File: src/rtl/accum_ctrl_pkg.sv
// Shared definitions for the accumulator feedback controller: default
// parameter values, the feedback FSM state enum and the tag-bit locator.
package accum_ctrl_pkg;

  localparam int DATA_W_DEF     = 24;
  localparam int PIPE_DEPTH_DEF = 4;
  localparam int NSLOT_DEF      = 4;

  typedef enum logic [1:0] {
    ST_IDLE = 2'd0,
    ST_FILL = 2'd1,
    ST_FEED = 2'd2
  } fb_state_e;

  // The row-end tag sits just above the data field of an adder result.
  function automatic int tag_bit(input int data_w);
    return data_w;
  endfunction

endpackage

File: src/rtl/psum_slot_bank.sv
// Partial-sum capture slots with an optional drain sequencer.
// Macro ACCUM_DRAIN_EN: when defined, a drain request unloads every slot in
// order on psum_out and captures are frozen while busy; when undefined the
// drain port is ignored, the drain outputs read 0 and capture never stops.
module psum_slot_bank
  import accum_ctrl_pkg::*;
#(
  parameter int DATA_W = DATA_W_DEF,
  parameter int NSLOT  = NSLOT_DEF
) (
  input  logic              clock,
  input  logic              reset,
  input  logic              accum_valid,
  input  logic [DATA_W:0]   accum_in,
  input  logic              drain,
  output logic [DATA_W:0]   psum_out,
  output logic              psum_valid,
  output logic              busy
);

  localparam int IDXW = $clog2(NSLOT);
  localparam int TAG  = tag_bit(DATA_W);
  localparam logic [IDXW-1:0]  IDX_ZERO  = IDXW'(0);
  localparam logic [IDXW-1:0]  IDX_ONE   = IDXW'(1);
  localparam logic [DATA_W:0]  WORD_ZERO = {(DATA_W+1){1'b0}};

  logic [DATA_W:0] slot_r [NSLOT];
  logic [IDXW-1:0] wr_ptr_r;
  logic            cap_en_s;
  logic            drain_done_s;
  logic            restart_s;

  // A tagged result or an all-zero result begins a new capture group.
  assign restart_s = accum_valid && (accum_in[TAG] || (accum_in == WORD_ZERO));

`ifdef ACCUM_DRAIN_EN
  logic            busy_r;
  logic            psum_valid_r;
  logic [DATA_W:0] psum_r;
  logic [IDXW-1:0] rd_idx_r;

  // Read index wraps to zero once the last slot has been presented.
  assign drain_done_s = busy_r && (rd_idx_r == IDX_ZERO);
  assign cap_en_s     = !busy_r;

  // Drain sequencer: slot 0 goes out on the start edge, the rest follow.
  always_ff @(posedge clock) begin
    if (!reset) begin
      busy_r       <= 1'b0;
      psum_valid_r <= 1'b0;
      psum_r       <= WORD_ZERO;
      rd_idx_r     <= IDX_ZERO;
    end else if (busy_r) begin
      if (rd_idx_r == IDX_ZERO) begin
        busy_r       <= 1'b0;
        psum_valid_r <= 1'b0;
        psum_r       <= WORD_ZERO;
      end else begin
        psum_r       <= slot_r[rd_idx_r];
        psum_valid_r <= 1'b1;
        rd_idx_r     <= rd_idx_r + IDX_ONE;
      end
    end else if (drain) begin
      busy_r       <= 1'b1;
      psum_valid_r <= 1'b1;
      psum_r       <= slot_r[0];
      rd_idx_r     <= IDX_ONE;
    end else begin
      psum_valid_r <= 1'b0;
      psum_r       <= WORD_ZERO;
    end
  end

  assign psum_out   = psum_r;
  assign psum_valid = psum_valid_r;
  assign busy       = busy_r;
`else
  logic drain_unused_s;

  assign drain_unused_s = drain;
  assign drain_done_s   = 1'b0;
  assign cap_en_s       = 1'b1;
  assign psum_out       = WORD_ZERO;
  assign psum_valid     = 1'b0;
  assign busy           = 1'b0;
`endif

  // Slot array: restart/append captures, wiped on reset and after a drain.
  always_ff @(posedge clock) begin
    if (!reset || drain_done_s) begin
      for (int i = 0; i < NSLOT; i++) slot_r[i] <= WORD_ZERO;
      wr_ptr_r <= IDX_ZERO;
    end else if (cap_en_s && restart_s) begin
      slot_r[0] <= accum_in;
      for (int i = 1; i < NSLOT; i++) slot_r[i] <= WORD_ZERO;
      wr_ptr_r <= IDX_ONE;
    end else if (cap_en_s && accum_valid) begin
      slot_r[wr_ptr_r] <= accum_in;
      wr_ptr_r         <= wr_ptr_r + IDX_ONE;
    end
  end

endmodule

File: src/rtl/accum_feedback_ctrl.sv
// Accumulator feedback controller: beat counter, IDLE/FILL/FEED feedback
// FSM and a psum_slot_bank instance. Macro ACCUM_DRAIN_EN enables the
// slot drain path inside psum_slot_bank.
module accum_feedback_ctrl
  import accum_ctrl_pkg::*;
#(
  parameter int DATA_W     = DATA_W_DEF,
  parameter int PIPE_DEPTH = PIPE_DEPTH_DEF,
  parameter int NSLOT      = NSLOT_DEF
) (
  input  logic                              clock,
  input  logic                              reset,
  input  logic                              in_valid,
  input  logic                              row_start,
  input  logic [DATA_W:0]                   element,
  input  logic                              accum_valid,
  input  logic [DATA_W:0]                   accum_in,
  input  logic                              drain,
  output logic [DATA_W-1:0]                 feedback,
  output logic                              fb_valid,
  output logic [$clog2(PIPE_DEPTH+2)-1:0]   count,
  output logic [DATA_W:0]                   psum_out,
  output logic                              psum_valid,
  output logic                              busy
);

  localparam int CNT_W = $clog2(PIPE_DEPTH+2);
  localparam logic [CNT_W-1:0]  CNT_ZERO = CNT_W'(0);
  localparam logic [CNT_W-1:0]  CNT_ONE  = CNT_W'(1);
  localparam logic [CNT_W-1:0]  CNT_PD   = CNT_W'(PIPE_DEPTH);
  localparam logic [CNT_W-1:0]  CNT_MAX  = CNT_W'(PIPE_DEPTH + 1);
  localparam logic [DATA_W-1:0] FB_ZERO  = {DATA_W{1'b0}};
  localparam logic [1:0] S_IDLE = 2'(ST_IDLE);
  localparam logic [1:0] S_FILL = 2'(ST_FILL);
  localparam logic [1:0] S_FEED = 2'(ST_FEED);

  logic [1:0]        state_r;
  logic [1:0]        state_nxt_s;
  logic [DATA_W-1:0] fb_nxt_s;
  logic              fbv_nxt_s;
  logic [CNT_W-1:0]  count_nxt_s;
  logic              eos_s;
  logic              start_s;

  assign eos_s   = (element == {(DATA_W+1){1'b0}});
  assign start_s = in_valid && row_start;

  // Beat counter: end-of-stream clears, row start loads 1, beats saturate.
  always_comb begin
    count_nxt_s = count;
    if (eos_s) begin
      count_nxt_s = CNT_ZERO;
    end else if (start_s) begin
      count_nxt_s = CNT_ONE;
    end else if (in_valid) begin
      count_nxt_s = (count == CNT_MAX) ? CNT_MAX : count + CNT_ONE;
    end else begin
      count_nxt_s = count;
    end
  end

  // Feedback FSM next state; end-of-stream outranks everything else.
  always_comb begin
    state_nxt_s = state_r;
    fb_nxt_s    = feedback;
    fbv_nxt_s   = fb_valid;
    if (eos_s) begin
      state_nxt_s = S_IDLE;
      fb_nxt_s    = FB_ZERO;
      fbv_nxt_s   = 1'b0;
    end else if (start_s) begin
      state_nxt_s = S_FILL;
      fb_nxt_s    = FB_ZERO;
      fbv_nxt_s   = 1'b0;
    end else begin
      case (state_r)
        S_FILL: begin
          if (count == CNT_PD) begin
            state_nxt_s = S_FEED;
            fb_nxt_s    = accum_in[DATA_W-1:0];
            fbv_nxt_s   = 1'b1;
          end else begin
            state_nxt_s = S_FILL;
          end
        end
        S_FEED: begin
          fb_nxt_s  = accum_in[DATA_W-1:0];
          fbv_nxt_s = 1'b1;
        end
        S_IDLE: begin
          fb_nxt_s  = FB_ZERO;
          fbv_nxt_s = 1'b0;
        end
        default: begin
          state_nxt_s = S_IDLE;
          fb_nxt_s    = FB_ZERO;
          fbv_nxt_s   = 1'b0;
        end
      endcase
    end
  end

  // Register counter, FSM state and feedback outputs.
  always_ff @(posedge clock) begin
    if (!reset) begin
      state_r  <= S_IDLE;
      feedback <= FB_ZERO;
      fb_valid <= 1'b0;
      count    <= CNT_ZERO;
    end else begin
      state_r  <= state_nxt_s;
      feedback <= fb_nxt_s;
      fb_valid <= fbv_nxt_s;
      count    <= count_nxt_s;
    end
  end

  psum_slot_bank #(
    .DATA_W (DATA_W),
    .NSLOT  (NSLOT)
  ) u_bank (
    .clock       (clock),
    .reset       (reset),
    .accum_valid (accum_valid),
    .accum_in    (accum_in),
    .drain       (drain),
    .psum_out    (psum_out),
    .psum_valid  (psum_valid),
    .busy        (busy)
  );

endmodule
File: config.mk
export PLATFORM = sky130hd
export DESIGN_NAME = accum_feedback_ctrl
export DESIGN_NICKNAME = d
export VERILOG_FILES = /design/src/rtl/accum_ctrl_pkg.sv /design/src/rtl/psum_slot_bank.sv /design/src/rtl/accum_feedback_ctrl.sv
export SDC_FILE = /design/constraint.sdc
export NUM_CORES = 1
export LEC_CHECK = 0
export ABC_CLOCK_PERIOD_IN_PS = 1300
export BUFFER_PORTS_ARGS = -buffer_cell sky130_fd_sc_hd__buf_4
export CAP_MARGIN = 15
export CORE_MARGIN = 8
export CORE_UTILIZATION = 25
export CTS_BUF_LIST = sky130_fd_sc_hd__clkbuf_4 sky130_fd_sc_hd__clkbuf_8
export CTS_CLUSTER_DIAMETER = 80
export DETAILED_ROUTE_END_ITERATION = 8
export PLACE_DENSITY_LB_ADDON = 0.1
export SLEW_MARGIN = 20
export SYNTH_ARGS = -nofsm -noshare
export SYNTH_HDL_FRONTEND = slang
export SYNTH_SLANG_ARGS = --single-unit
File: constraint.sdc
create_clock -name clock -period 1.3 [get_ports clock]
set_input_delay 0.26 -clock clock [delete_from_list [all_inputs] [get_ports clock]]
set_output_delay 0.26 -clock clock [all_outputs]
set_load 0.05 [all_outputs]
; ---- After elaboration in Yosys (flattened, before gate mapping)
; Cells that the tools add are included.
[totals]
romBits = 0
ramBits = 0
latchBits = 0
mem_count = 0
reg_bits = 30
[op_classes]
n_div = 0
reduce_logical = 7
n_addsub = 1
mux = 10
n_shift = 0
multipliers = 0
order_cmp = 0
eq_ne = 6
n_bitwise = 1
[ops]
columns = op, count
row1 = case mux 24 bit (2 select lines), 1
row2 = zero test 25 bit, 1
row3 = 2-to-1 mux 24 bit, 1
row4 = == test 3 bit (second input constant), 2
row5 = 2-to-1 mux 1 bit, 4
row6 = case mux 2 bit (2 select lines), 1
row7 = OR reduction 2 bit, 2
row8 = adder 3 x 1 -> 3 bit (second input constant), 1
row9 = 2-to-1 mux 3 bit, 1
row10 = OR reduction 3 bit, 1
row11 = == test 2 x 1 -> 1 bit (second input constant), 1
row12 = == test 2 bit (second input constant), 1
row13 = zero test 2 bit, 1
row14 = 2-to-1 mux 2 bit, 1
row15 = inequality test 2 x 1 -> 1 bit (second input constant), 1
row16 = inequality test 2 bit (second input constant), 1
row17 = case mux 1 bit (2 select lines), 1
row18 = nonzero test 2 bit, 1
row19 = logical AND 1 bit, 1
row20 = NOT 1 bit, 1

; ---- Depth between registers and ports, before layout
; Gate-level depths: netlist (run 1).
[depth]
depth_word = 4
depth_mapped = 7
ltp_nobuf = 5

; ---- Cells and area by module
; Synthesis (run 1) repeated with hierarchy kept, for this count alone.
[unflattened]
hier_cells = 181
hier_area_um2 = 1470.2
[by_module_without_submodules]
columns = module, area_each_um2, seq_area_each_um2, cells_per_inst, instances
row1 = accum_feedback_ctrl, 1263.7, 600.6, 153, 1
row2 = psum_slot_bank, 206.4, 0.0, 28, 1

; ---- Worst setup path before layout (run 1)
; OpenSTA, ideal clock, no wires.
[synth_path]
path_kind = flip-flop to flip-flop
from = register count[2]
to = register feedback[8]
arrival_time_ps = 1590
path_buffers = 2
required_time_ps = 1234
path_stages_with_launch = 7
path_slack_ps = -356
path_cell_list = dfxtp_1 nor3b_2 nand2b_1 buf_2 buf_4 nand3_1 a21oi_2
[synth_between]
elab_chain_cells = 2
[synth_lines]
columns = element, line
row1 = from (decl), accum_feedback_ctrl.sv:21  ; output logic [$clog2(PIPE_DEPTH+2)-1:0] count,
row2 = from (signal assigned), accum_feedback_ctrl.sv:114  ; count <= count_nxt_s;
row3 = == test 3 bit, accum_feedback_ctrl.sv:78  ; if (count == CNT_PD) begin
row4 = inequality test 2 bit (no line), -
row5 = to (signal assigned), accum_feedback_ctrl.sv:112  ; feedback <= fb_nxt_s;
row6 = to (decl), accum_feedback_ctrl.sv:19  ; output logic [DATA_W-1:0] feedback,
; Every way passes these cells.
; A chain may end at the register's enable or synchronous reset.

; ---- Worst setup path in the final report (run 1)
[layout_path]
from = register count[2]
to = register feedback[7]
; Same word-level chain as after synthesis.

==> reports/results.ini, run 1 <==
[run_status]
status=completed

[timing]
final_max_slew_viol_count=0
fmax_mhz=817.4
rsz0062_at_grt=yes
period_share_pct=94.11
skew_ns=0.005915
layout_min_cycle_time_ns=1.223
timing.hold.ws_ns=0.2571
setup_violations=0
hold_viol=0

[logic_synthesis]
netlist_area_um2=1470
synth-edff-count=0
ys_async_sr_fraction_pct=0
syn_avg_cell_area_um2=8.122
yosysSeqAreaShare_pct=40.85
synthCells=181
ys_types=23
synth_ff_type=dfxtp_1
ys_warn_count=0
synth.ff_latch_count=30

[cells_and_area]
area_growth_syn_to_layout_pct=59.32
fin_cells=341
insertedDiodeCount=0
nNetsFinal=324
regArea_um2=614.3
multi_input_area_um2=799.5
layout-drive-gt1-share_pct=45.86
nFillCells=601
final_core_util_pct=40.28

[global_routing]
grt_pass1_vias=1431
overflow=0
antenna_found_initial=0
gr-usage-all-layers_pct=9.807
grt_pass1_wl_um=6858
grt_max_degree=29

[placed_design]
hpwl_um=3393
place_inst=331
port_buffers=80
gp_congestion=0.6917

[drt]
m1WireLength_um=1809
dr.pass1.iters=4
routedWlPerCell_um=13.40
met2WireLength_um=2153
dr.first_iter.drc_count=31
top_layer=met4
drc=0
vias=1420
wirelength_um=4570
vias_per_cell=4.164
final_antenna_net_count=0
wl_met3_um=567

[die]
core_um2=5816
pin_count=111
fp.dieW_um=92.69
std_cell_rows=28
start_util_pct=25.28
die_h_um=92.69
die_area_um2=8591

[clock_tree]
insertion_delay_ns=0.27
htreeDepth=2
cts_tree=yes
cts_num_sinks=30
cts_root_buffer=clkbuf_8
cts_buffer_depth=2
postCtsHoldBufs=0
numCtsBuffers=5
clk_pin_slew_ns=0.07

[run]
drv_cap=0

[worst_setup_path]
arrival_ns=1.43
critPathMaxFanout=12
cp-end-kind=flip-flop
cp_data_required_time_ns=1.51
worstSetupStartpointType=flip-flop
crit_type=reg2reg

[min_path]
hp-class=in2reg

[power]
peakVddDrop_v=0.0005177
power_leakage_nw=0.9927
power_density_nw_per_um2=1035

## sequential cells by signal, indices dropped and copies added, names as in the netlist
name	count
count	3
fb_valid	1
state_r	2
feedback	24
## final cells by class
class	count	share of cell area, %
multi-input combinational	137	34.13
inverter	2	0.3205
clock buffer	6	3.526
clock inverter	2	0.4808
timing repair buffer	89	31.30
tap	75	4.006
sequential	30	26.23
## synth_stat cells (2+ instances only)
library cell	n	area share (%)
o21ai_0	2	0.68
buf_6	2	1.5
nor3_1	4	1.4
inv_1	2	0.51
clkbuf_1	3	0.77
nor2_1	5	1.3
buf_2	4	1.4
a21oi_1	25	8.5
a21oi_2	3	1.8
nand2_1	28	7.1
buf_4	29	15
nor2b_1	2	0.85
ha_1	3	2.6
nand3_1	27	9.2
dfxtp_1	30	41
nor4_1	5	2.1
## metrics by stage
stage / setup WS, ns / setup TNS, ns / area, um^2 / total power, mW
after floorplan: -0.005786 / -0.06431 / 1649 / 1.466
after global placement: -0.1510 / -4.169 / 2135 / 1.627
after detailed placement: -0.1841 / -4.789 / 2135 / 1.628
after CTS: -0.01014 / -0.01014 / 2228 / 2.415
after global routing: -0.02909 / -0.1301 / 2342 / 2.549
final: 0.07663 / 0 / 2342 / 2.423
## cells in the final DEF (no fill, tap or decap), drive strengths merged
cell	Yosys	layout
nor3b	1	1
buf	35	88
ha	3	3
nand4	1	1
nor4	5	5
xor2	1	1
o211ai	1	1
nor2	5	5
clkinv	0	1
inv	2	3
conb	1	27
nor2b	2	2
nand2b	1	1
clkbuf	3	7
a21oi	28	28
nor3	4	4
nand3	27	27
o21ai	2	2
mux2i	1	1
nand2	28	28
dfxtp	30	30
## kinds of logic (layout without fill, tap and decap cells)
family                   count (synthesis)  in the layout  share of synthesized area [%]
flip-flops                              30             30                          40.85
multiplexers                             1              1                         0.6809
adder cells (fa/ha/maj)                  3              3                          2.553
AO/OA/AOI/OAI                           31             31                          12.43
other                                    1             27                         0.2551
XOR/XNOR                                 1              1                         0.5959
buffers and inverters                   40             99                          18.98
AND/OR/NAND/NOR                         74             74                          23.66
## worst paths after layout
path	start	end	slack [ns]	cells past startpoint
setup / recovery	count[2]	feedback[7]	0.08	5
hold / removal	accum_in[5]	feedback[5]	0.26	3
setup reg to reg	count[2]	feedback[7]	0.08	5
hold reg to reg	feedback[5]	feedback[5]	0.45	2
## what timing repair did
action / 4_1_cts / 5_1_grt
cloned: 0 / 1
pin swaps: 0 / 1
setup buffers: 0 / 1
endpoints found under the setup margin: 1 / 26
resized for setup: 0 / 21
## power breakdown
| part | switching [mW] | internal (mW) |
|---|---|---|
| logic | 0.443 | 0.242 |
| clock network | 0.344 | 0.426 |
| registers | 0.0214 | 0.946 |
## critical path, stage by stage, from the launching register on
cell and delay [ns]:
dfxtp_4 0.36, nor3b_4 0.22, nand2b_4 0.18, buf_6 0.15
nand3_1 0.11, a21oi_2 0.15
## metal layers
metal | up-vias | global-route usage (%)
met2 | 64 | 15.61
met3 | 4 | 5.744
li1 | 722 | -
met5 | - | 0
met1 | 630 | 10.69
met4 | 0 | 3.221
No activity file was read; power rests on OpenSTA's default activity.
==> inputs of run 2 (changes only) <==
--- a/config.mk
+++ b/config.mk
@@ -5,6 +5,7 @@
 export SDC_FILE = /design/constraint.sdc
 export NUM_CORES = 1
 export LEC_CHECK = 0
+export ABC_AREA = 1
 export ABC_CLOCK_PERIOD_IN_PS = 1300
 export BUFFER_PORTS_ARGS = -buffer_cell sky130_fd_sc_hd__buf_4
 export CAP_MARGIN = 15
==> reports/results.ini, run 2 <==
[run_status]
status=completed

[min_path]
hp-class=in2reg

[timing]
layout_min_cycle_time_ns=1.245
period_share_pct=95.80
skew_ns=0.007913
rsz0062_at_grt=yes
fmax_mhz=802.9
worst_slack_ns=0.05457
hold_viol=0
setup_violations=0
final_max_slew_viol_count=0

[run]
drv_cap=0

[global_routing]
antenna_found_initial=0
grt_pass1_vias=1648
overflow=0
grt_pass1_wl_um=7810
gr-usage-all-layers_pct=9.828
grt_max_degree=26

[drt]
drc=0
dr.pass1.iters=4
wirelength_um=4969
routedWlPerCell_um=11.92
vias_per_cell=3.957
final_antenna_net_count=0
dr.first_iter.drc_count=35
vias=1650

[power]
p_total_mw=2.512
comb_power_share_pct=30.0
switching_power_mw=0.8420
p_int_mw=1.670
power_leakage_nw=1.275
power_density_nw_per_um2=984.7
peakVddDrop_v=0.0002907
pwr-share-clk_pct=31.4
swShare_pct=33.52
p_seq_share_pct=38.7

[logic_synthesis]
synth_area_leader_cell=dfxtp_1
synth_area_leaders=dfxtp_1 (35%), nand2_1 (14%), buf_4 (12%)
ys_types=22
synth.top_cell.area_share_pct=35.11
synth.ff_latch_count=30
ys_warn_count=0
syn_avg_cell_area_um2=6.925
synth_ff_type=dfxtp_1
netlist_area_um2=1710
synth-edff-count=0
synth_top_cells_by_count=nand2_1 (62), nor2_1 (36), dfxtp_1 (30), inv_1 (30), buf_4 (27)
synthCells=247
yosys.cell_count.top_type=nand2_1
yosysSeqAreaShare_pct=35.11
ys_async_sr_fraction_pct=0

[worst_setup_path]
cp_data_required_time_ns=1.52
crit_type=reg2reg
cp-end-kind=flip-flop
critPathMaxFanout=10
arrival_ns=1.47
worstSetupStartpointType=flip-flop

[cells_and_area]
mostFrequentLayoutCell=buf_4
fin_cells=417
nFillCells=741
regArea_um2=609.3
area_growth_syn_to_layout_pct=49.16
nNetsFinal=395
final_core_util_pct=37.97
largest_reg_flops=24
multi_input_area_um2=849.6
insertedDiodeCount=0
top_regs=feedback: 24 flops, count: 3 flops, state_r: 2 flops
final_cell_mix=buf_4 (85), nand2_1 (60), nor2_1 (35)
max_flop_register=feedback
layout-drive-gt1-share_pct=39.47

[die]
start_util_pct=25.46
die_h_um=98.72
die_area_um2=9745
pin_count=111
fp.dieW_um=98.72
std_cell_rows=30
core_um2=6719

[clock_tree]
numCtsBuffers=5
insertion_delay_ns=0.28
cts_tree=yes
clk_pin_slew_ns=0.07
cts_num_sinks=30
post_cts_buffers=0
htreeDepth=2
postCtsHoldBufs=0
cts_root_buffer=clkbuf_8
cts_buffer_depth=2

[placed_design]
pre_cts_ws_ns=-0.04343
port_buffers=80
place_inst=407
hpwl_um=3574
gp_congestion=0.6826

-- run 2: changes by cell type in the layout (fill, tap and decap cells not counted), moves of 3 or more --
cell,previous run,this run
a21oi_1,22,1
a21oi_2,6,0
buf_4,82,85
inv_1,1,26
nand2_1,28,60
nand3_1,27,23
nand3_2,0,4
nor2_1,4,35
nor2_2,1,12
nor3_1,4,0
nor4_2,3,0
-- run 2: cells by family (layout without fill, tap and decap cells) --
logic type | Yosys count | in the layout | share of synthesized area, %
adders and majority gates | 3 | 3 | 2.195
and+or+nand+nor | 139 | 139 | 35.92
buffers and inverters | 67 | 131 | 23.99
xor gates and xnor gates | 1 | 1 | 0.5122
DFF | 30 | 30 | 35.11
other | 1 | 27 | 0.2192
AOI/OAI and AO/OA | 6 | 6 | 2.048
-- run 2: cell type report --
type | instances | area share (%)
clock buffer | 7 | 3.531
inverter | 31 | 4.953
sequential | 30 | 23.88
tap | 80 | 3.923
multi-input combinational | 176 | 33.30
timing repair buffer | 92 | 30.21
clock inverter | 1 | 0.1962
-- run 2: worst max-delay path, stage by stage (launching register included) --
cell and delay [ns]:
dfxtp_4 0.38, inv_4 0.05, ha_4 0.32, clkbuf_16 0.18
nand3_1 0.07, nand2_1 0.07, inv_2 0.03, nor2_2 0.08
-- run 2: worst paths after layout --
kind	from	end	slack [ns]	cells after the start
max	state_r[0]	feedback[1]	0.05	7
min	reset	count[0]	0.24	3
max reg2reg	state_r[0]	feedback[1]	0.05	7
min reg2reg	feedback[9]	feedback[9]	0.52	4
-- run 2: power groups by stage --
stage	registers, mW	clock network (mW)	logic, mW
floorplan	1.08	0	0.448
global placement	0.988	0	0.698
detailed placement	0.988	0	0.698
CTS	0.969	0.837	0.713
global route	0.975	0.875	0.814
finish	0.971	0.788	0.753
-- run 2: through the flow --
step	hold slack [ns]	TNS (ns)	cell area [um^2]
after floorplan	0.3977	0	1818
after global placement	0.5101	-0.6653	2333
after detailed placement	0.5171	-0.7038	2333
after CTS	0.2306	0	2464
after global routing	0.2665	-0.2210	2551
final	0.2354	0	2551
-- run 2: repair_timing --
action	CTS	global route
cloned	0	2
pin swaps	0	10
setup endpoints to repair	25	27
resized for setup	7	15
-- run 2: layer usage --
layer / track usage [%] / vias up / wire length, um
met5: 0 / - / 0
met4: 3.896 / 0 / 74
met3: 5.779 / 7 / 645
met2: 15.49 / 80 / 2123
met1: 10.55 / 698 / 2126
li1: - / 865 / -
